<file path="src/rtl/pwm_duty_meter.sv">
// pwm_duty_meter: measures the high time and period of a PWM waveform in clk
// cycles, rising edge to rising edge, and flags a PWM that has stopped
// toggling. The input may be asynchronous to clk; only the synchronized copy
// is used by the measurement logic.
module pwm_duty_meter #(
  parameter int CNT_W       = 16,
  parameter int SYNC_STAGES = 2
) (
  input  logic             clk,
  input  logic             rst_n,
  input  logic             ena,
  input  logic             pwm_in,
  output logic [CNT_W-1:0] high_cnt,
  output logic [CNT_W-1:0] period_cnt,
  output logic             meas_valid,
  output logic             stuck,
  output logic             level
);

  typedef enum logic [1:0] {IDLE, ARM, HIGH, LOW} state_t;

  localparam logic [CNT_W-1:0] ONE = CNT_W'(1);
  // per_run value one below all-ones: the next increment would saturate.
  localparam logic [CNT_W-1:0] SAT_LIM = {{(CNT_W-1){1'b1}}, 1'b0};

  logic [SYNC_STAGES-1:0] sync_q;
  logic                   s;
  logic                   s_d;
  logic                   rise;
  logic                   fall;
  logic                   sat;

  state_t                 state;
  state_t                 state_n;

  logic [CNT_W-1:0]       per_run;
  logic [CNT_W-1:0]       per_run_n;
  logic [CNT_W-1:0]       hi_run;
  logic [CNT_W-1:0]       hi_run_n;
  logic [CNT_W-1:0]       high_cnt_n;
  logic [CNT_W-1:0]       period_cnt_n;
  logic                   meas_valid_n;
  logic                   stuck_n;

  // Synchronizer chain for pwm_in plus one delay flop for edge detection.
  always_ff @(posedge clk or negedge rst_n) begin
    if (!rst_n) begin
      sync_q <= '0;
      s_d    <= 1'b0;
    end else begin
      // NOTE: flops are written with <= so every stage samples the value its
      // predecessor held before this edge; '=' would collapse the chain.
      sync_q <= {sync_q[SYNC_STAGES-2:0], pwm_in};
      s_d    <= s;
    end
  end

  assign s     = sync_q[SYNC_STAGES-1];
  assign level = s;
  assign rise  = s & ~s_d;
  assign fall  = ~s & s_d;
  // A run that has counted up to SAT_LIM without a closing rise is stuck.
  assign sat   = (per_run == SAT_LIM);

  // State register.
  always_ff @(posedge clk or negedge rst_n) begin
    if (!rst_n) begin
      state <= IDLE;
    end else begin
      state <= state_n;
    end
  end

  // Next-state logic; dropping ena overrides everything, including a rise.
  always_comb begin
    // NOTE: assigning a default before the case keeps every path driven, so
    // no latch is inferred for unlisted conditions.
    state_n = state;
    if (!ena) begin
      state_n = IDLE;
    end else begin
      case (state)
        IDLE: state_n = ARM;
        ARM:  if (rise) state_n = HIGH;
        HIGH: begin
          if (sat)       state_n = ARM;
          else if (fall) state_n = LOW;
        end
        LOW: begin
          // A closing rise wins over saturation: the period is still valid.
          if (rise)     state_n = HIGH;
          else if (sat) state_n = ARM;
        end
        default: state_n = IDLE;
      endcase
    end
  end

  // Run counters, result latch, measurement pulse and stuck flag.
  always_comb begin
    per_run_n    = per_run;
    hi_run_n     = hi_run;
    high_cnt_n   = high_cnt;
    period_cnt_n = period_cnt;
    meas_valid_n = 1'b0;
    stuck_n      = stuck;
    if (!ena) begin
      per_run_n = '0;
      hi_run_n  = '0;
      stuck_n   = 1'b0;
    end else begin
      case (state)
        IDLE: begin
          per_run_n = '0;
          hi_run_n  = '0;
          stuck_n   = 1'b0;
        end
        ARM: begin
          if (rise) begin
            per_run_n = ONE;
            hi_run_n  = ONE;
            stuck_n   = 1'b0;
          end else begin
            per_run_n = '0;
            hi_run_n  = '0;
          end
        end
        HIGH: begin
          if (sat) begin
            per_run_n = '0;
            hi_run_n  = '0;
            stuck_n   = 1'b1;
          end else begin
            per_run_n = per_run + ONE;
            // The fall cycle has s=0, so it counts toward the period only.
            if (s) hi_run_n = hi_run + ONE;
          end
        end
        LOW: begin
          if (rise) begin
            period_cnt_n = per_run;
            high_cnt_n   = hi_run;
            meas_valid_n = 1'b1;
            per_run_n    = ONE;
            hi_run_n     = ONE;
          end else if (sat) begin
            per_run_n = '0;
            hi_run_n  = '0;
            stuck_n   = 1'b1;
          end else begin
            per_run_n = per_run + ONE;
          end
        end
        default: begin
          per_run_n = '0;
          hi_run_n  = '0;
        end
      endcase
    end
  end

  // Datapath registers.
  always_ff @(posedge clk or negedge rst_n) begin
    if (!rst_n) begin
      per_run    <= '0;
      hi_run     <= '0;
      high_cnt   <= '0;
      period_cnt <= '0;
      meas_valid <= 1'b0;
      stuck      <= 1'b0;
    end else begin
      per_run    <= per_run_n;
      hi_run     <= hi_run_n;
      high_cnt   <= high_cnt_n;
      period_cnt <= period_cnt_n;
      meas_valid <= meas_valid_n;
      stuck      <= stuck_n;
    end
  end

endmodule

</file>
<file path="config.mk">
export PLATFORM = sky130hd
export DESIGN_NAME = pwm_duty_meter
export DESIGN_NICKNAME = d
export VERILOG_FILES = /design/src/rtl/pwm_duty_meter.sv
export SDC_FILE = /design/constraint.sdc
export NUM_CORES = 1
export LEC_CHECK = 0
export ABC_AREA = 1
export ABC_CLOCK_PERIOD_IN_PS = 1950
export CORE_MARGIN = 2
export CORE_UTILIZATION = 55
export CTS_CLUSTER_DIAMETER = 60
export DETAILED_ROUTE_END_ITERATION = 12
export GPL_ROUTABILITY_DRIVEN = 0
export PLACE_DENSITY = 0.77
export SYNTH_ARGS = -nofsm -noshare
export SYNTH_HDL_FRONTEND = slang
export SYNTH_SLANG_ARGS = --single-unit
</file>
<file path="constraint.sdc">
create_clock -name clk -period 1.95 [get_ports clk]
set_input_delay 0.39 -clock clk [delete_from_list [all_inputs] [get_ports clk]]
set_output_delay 0.39 -clock clk [all_outputs]
set_load 0.01 [all_outputs]
</file>
### Yosys cells after proc, flatten, opt, wreduce, memory -nomap -nowiden

Cells that the tools add are included.
W data, S select, Z words.

| word-level totals | value |
|---|---|
| output and inout port bits | 35 |
| bits in registers | 71 |
| input bits | 4 |
| word-level logic and storage cells | 55 |

| operators by class | value |
|---|---|
| reductions and logical operators | 5 |
| bitwise logic cells | 4 |
| multiplexer cells | 26 |
| add/subtract/negate cells | 2 |
| equal/unequal tests | 9 |

Operators by type and width:

| operator | count |
|---|---|
| $mux W16 | 8 |
| $pmux W16 S4 | 2 |
| $add A16 B1 Y16 const B | 2 |
| $eq A16 B16 Y1 const B | 1 |
| $mux W2 | 6 |
| $ne A4 B4 Y1 const B | 3 |
| $mux W1 | 8 |
| $pmux W2 S4 | 1 |
| $ne A3 B3 Y1 const B | 2 |
| $reduce_and A3 Y1 | 2 |
| $eq A2 B2 Y1 const B | 2 |
| $pmux W1 S4 | 1 |
| $reduce_and A2 Y1 | 2 |
| $and A1 B1 Y1 | 2 |
| $eq A2 B1 Y1 const B | 1 |
| $logic_not A2 Y1 | 1 |
| $not A1 Y1 | 2 |

### Depth between registers and ports, before layout

| logic depth | value |
|---|---|
| word-level depth | 6 |
| depth in mapped cells | 11 |
| depth with buffers taken out | 11 |

### Least setup slack after synthesis

Ideal clock, no wire load.

| timing path | value |
|---|---|
| path type | reg-to-reg |
| from | reg per_run[0] |
| to | reg hi_run[3] |
| path slack | 0.426 ns |
| clock period less this slack | 1.524 ns |
| buffers on the path | 1 |
| setup time | 0.122 ns |
| data required time | 1.828 ns |
| cell stages (with the launch flop) | 11 |
| arrival time | 1.402 ns |
| path through | dfrtp_1 -> inv_1 -> ha_1 -> nand2_1 -> nor2_1 -> nand4_2 -> nand2_2 -> nand2_8 -> buf_6 -> nand2_1 -> o21ai_1 |

| between the ends | value |
|---|---|
| word-level cells in the longest chain between the ends | 4 |
| elaborated cells between the ends (all ways) | 7 |
| classes of those cells | eq/ne (3); mux (3); reduce/logical (1) |

Ends and longest elaborated chain:

| element | line | RTL |
|---|---|---|
| start: declaration | 36 | `logic [CNT_W-1:0] per_run;` |
| start signal: assignment | 172 | `per_run <= per_run_n;` |
| $eq A16 B16 Y1 (*) | 63 | `assign sat = (per_run == SAT_LIM);` |
| $mux W16 | 129 | `if (sat) begin` |
| $pmux W16 S4 | 112 | `case (state)` |
| $mux W16 | 107 | `if (!ena) begin` |
| end signal: assignment | 173 | `hi_run <= hi_run_n;` |
| end: declaration | 38 | `logic [CNT_W-1:0] hi_run;` |

Mark *: on every way between the ends. The rest lies on a longest branch, timed or not.
A chain may end at the register's enable or synchronous reset.

### Worst setup path in the final report

| timing path | value |
|---|---|
| from | reg hi_run[1] |
| to | reg hi_run[10] |

| between the ends | value |
|---|---|
| word-level cells in the longest chain between the ends | 5 |

Ends and longest elaborated chain:

| element | line | RTL |
|---|---|---|
| $add A16 B1 Y16 | 136 | `if (s) hi_run_n = hi_run + ONE;` |
| $mux W16 | 136 |  |
| $mux W16 | 129 |  |
| $pmux W16 S4 | 112 |  |
| $mux W16 | 107 |  |

Every way passes these cells. The select of a mux whose other input is x is not followed.

==> flow_metrics.env <==
export IMPL_min_path_type="in2async"
export IMPL_numCtsBuffers=9
export IMPL_post_synth_top_area_cell="dfrtp_1"
export IMPL_mostFrequentLayoutCells="nand2_1, dfrtp_1, inv_1"
export IMPL_cts_sinks=71
export IMPL_comb_power_share_pct=17.0
export IMPL_grt_util_met1_pct=36.2
export IMPL_critPathLaunchType="flop"
export IMPL_cts_root_buffer="clkbuf_8"
export IMPL_tightest_slew_ps=414
export IMPL_synthArstFlopShare_pct=100
export IMPL_r2r_start="hi_run[1]"
export IMPL_powerDensity_nw_per_um2=765
export IMPL_diodes=0
export IMPL_skew_ps=10.9
export IMPL_synth_top_cell_area_share_pct=50.9
export IMPL_drtAntennaViolNets=0
export IMPL_die_y_microns=83.7
export IMPL_hold_slack_ps=43.9
export IMPL_power_switching_mw=0.956
export IMPL_nets=496
export IMPL_p_sw_share_pct=29.8
export IMPL_worstPathArrival_ps=1990
export IMPL_antenna_found_initial=0
export IMPL_crit_type="reg2reg"
export IMPL_grt_pass1_wl_mm=13.5
export IMPL_drv_slew=0
export IMPL_end_kind="flop"
export IMPL_die_x_microns=83.7
export IMPL_synth_warnings=0
export IMPL_nFillCells=532
export IMPL_num_rows=29
export IMPL_final_common_cell="nand2_1"
export IMPL_grt_max_degree=72
export IMPL_slew_headroom_pct=72.1
export IMPL_hpwl_mm=5.48
export IMPL_cts_max_level=3
export IMPL_wirelength_mm=7.68
export IMPL_synth_seq_cells=71
export IMPL_grt_use_met2_pct=34.8
export IMPL_drt_first_pass_iters=5
export IMPL_rsz0062_at_grt="no"
export IMPL_seq_power_share_pct=49.5
export IMPL_first_global_vias=2879
export IMPL_yosysSeqAreaShare_pct=50.9
export IMPL_die_area_sq_um=7000
export IMPL_post_place_ws_ps=19.4
export IMPL_synthToLayoutAreaGrowth_pct=20.0
export IMPL_grt_overflow=0
export IMPL_vias=3016
export IMPL_tritoncts="built"
export IMPL_grtUsageMet3_pct=4.06
export IMPL_netlist_area_sq_um=3490
export IMPL_drc=0
export IMPL_fin_ws_ps=213
export IMPL_reg2reg_setup_slack_ps=210
export IMPL_cts_buffer_depth=2
export IMPL_synth_area_per_cell_sq_um=7.94
export IMPL_startpoint="hi_run[1]"
export IMPL_post_drt_wl_per_cell_microns=13.4
export IMPL_avgViaCountPerCell=5.28
export IMPL_finalSetupTns_ps=0
export IMPL_leakagePower_nw=1.95
export IMPL_netlist_instances=440
export IMPL_synth_edf_count=0
export IMPL_io_pins=39
export IMPL_intPower_mw=2.25
export IMPL_clkSlewWorstSetupHoldPaths_ps=80
export IMPL_insertion_delay_ps=350
export IMPL_start_util_pct=56.0
export IMPL_maxCapViolCount=0
export IMPL_synth_top_flop_cell="dfrtp_1"
export IMPL_setup_viol=0
export IMPL_drive_above_1_share_pct=11.1
export IMPL_hold_viol=0
export IMPL_ys_types=36
export IMPL_final_util_pct=67.1
export IMPL_fin_crit_sh_pct=89.1
export IMPL_io_buffers=38
export IMPL_holdBufCountCts=0
export IMPL_first_iter_violations=221
export IMPL_synth_area_top_cells="dfrtp_1, nand2_1, o21ai_0"
export IMPL_clkPwrFrac_pct=33.5
export IMPL_required_ps=2210
export IMPL_cp_max_fo=4
export IMPL_grt_busiest_layer="met1"
export IMPL_rr_worst_depth=10
export IMPL_grt_use_total_pct=24.0
export IMPL_synth_nets=447
export IMPL_r2r_end="hi_run[10]"
export IMPL_dp_cells=554
export IMPL_min_period_ps=1740
export IMPL_status="completed"
export IMPL_ir_drop_uv=603
export IMPL_fin_cells=571
export IMPL_fmax_mhz=576
export IMPL_core_sq_um=6240
-- through the flow --
stage	instance area, sq um	total power, mW
6_report	4190	3.20
5_1_grt	4190	3.36
4_1_cts	4180	3.20
3_5_place_dp	4000	2.15
3_3_place_gp	4000	2.13
2_1_floorplan	3490	1.94
-- routing by layer --
metal,up-vias,routed length (microns)
met2,98,3350
met1,1415,3780
met5,-,0
li1,1491,-
met4,0,117
met3,12,430
-- worst max-delay path: stages (launching register included) --
cell     delay [ps]
dfrtp_1         420
ha_1            250
nand3_2         170
nor2_2          150
nand2_1         160
nor2_2          190
nand2_1          70
nand2_1          80
nand2_1          70
nand2_1          60
inv_1            30
-- final cells by class --
cell class	count	area, sq um	share of cell area [%]
clock buffers	13	159	3.79
clock inverters	3	17.5	0.418
inverters	55	209	4.99
multi-input cells	304	1470	35.0
flip-flops and latches	71	1780	42.4
well taps	77	96.3	2.30
repair buffers	48	463	11.1
-- cells by family after synthesis --
group / share of synthesized area [%]
flops: 50.9
xor+xnor: 1.76
simple gates: 30.1
compound gates: 8.85
buf+inv: 7.38
fa+ha+maj: 1.07
-- state kept, by name, indices dropped and copies added, names as in the netlist --
| register | flops |
|---|---|
| hi_run | 16 |
| high_cnt | 16 |
| meas_valid | 1 |
| per_run | 16 |
| period_cnt | 16 |
| s_d | 1 |
| state | 2 |
| stuck | 1 |
| sync_q | 2 |
-- synthesized netlist by cell type, types with 2 or more instances --
cell,instances
nand4_1,5
o21ai_1,5
o21a_1,2
clkbuf_1,6
nor2_2,8
nand2_1,130
buf_2,2
a21oi_1,7
nand3_1,28
inv_2,3
dfrtp_1,71
inv_1,50
nor3_1,7
nor2_1,41
o21ai_0,38
xor2_1,6
ha_1,3
nand2_2,10
-- repair_timing --
action,4_1_cts,5_1_grt
setup endpoints to repair,0,10
buffers inserted,0,1
resized for setup,0,1
-- power groups by stage --
stage | clock [mW] | combinational (mW) | sequential (mW)
6_report | 1.07 | 0.544 | 1.59
5_1_grt | 1.15 | 0.613 | 1.60
4_1_cts | 1.08 | 0.534 | 1.59
3_5_place_dp | 0 | 0.532 | 1.61
3_3_place_gp | 0 | 0.513 | 1.61
2_1_floorplan | 0 | 0.326 | 1.62
-- worst max path at each step --
stage / endpoint / slack (ps)
floorplan: hi_run[3] / 430
global placement: hi_run[1] / 70
detailed placement: hi_run[1] / 20
CTS: hi_run[5] / 140
global route: hi_run[10] / 20
finish: hi_run[10] / 210
Note: power is estimated with default switching activity, not from simulation.
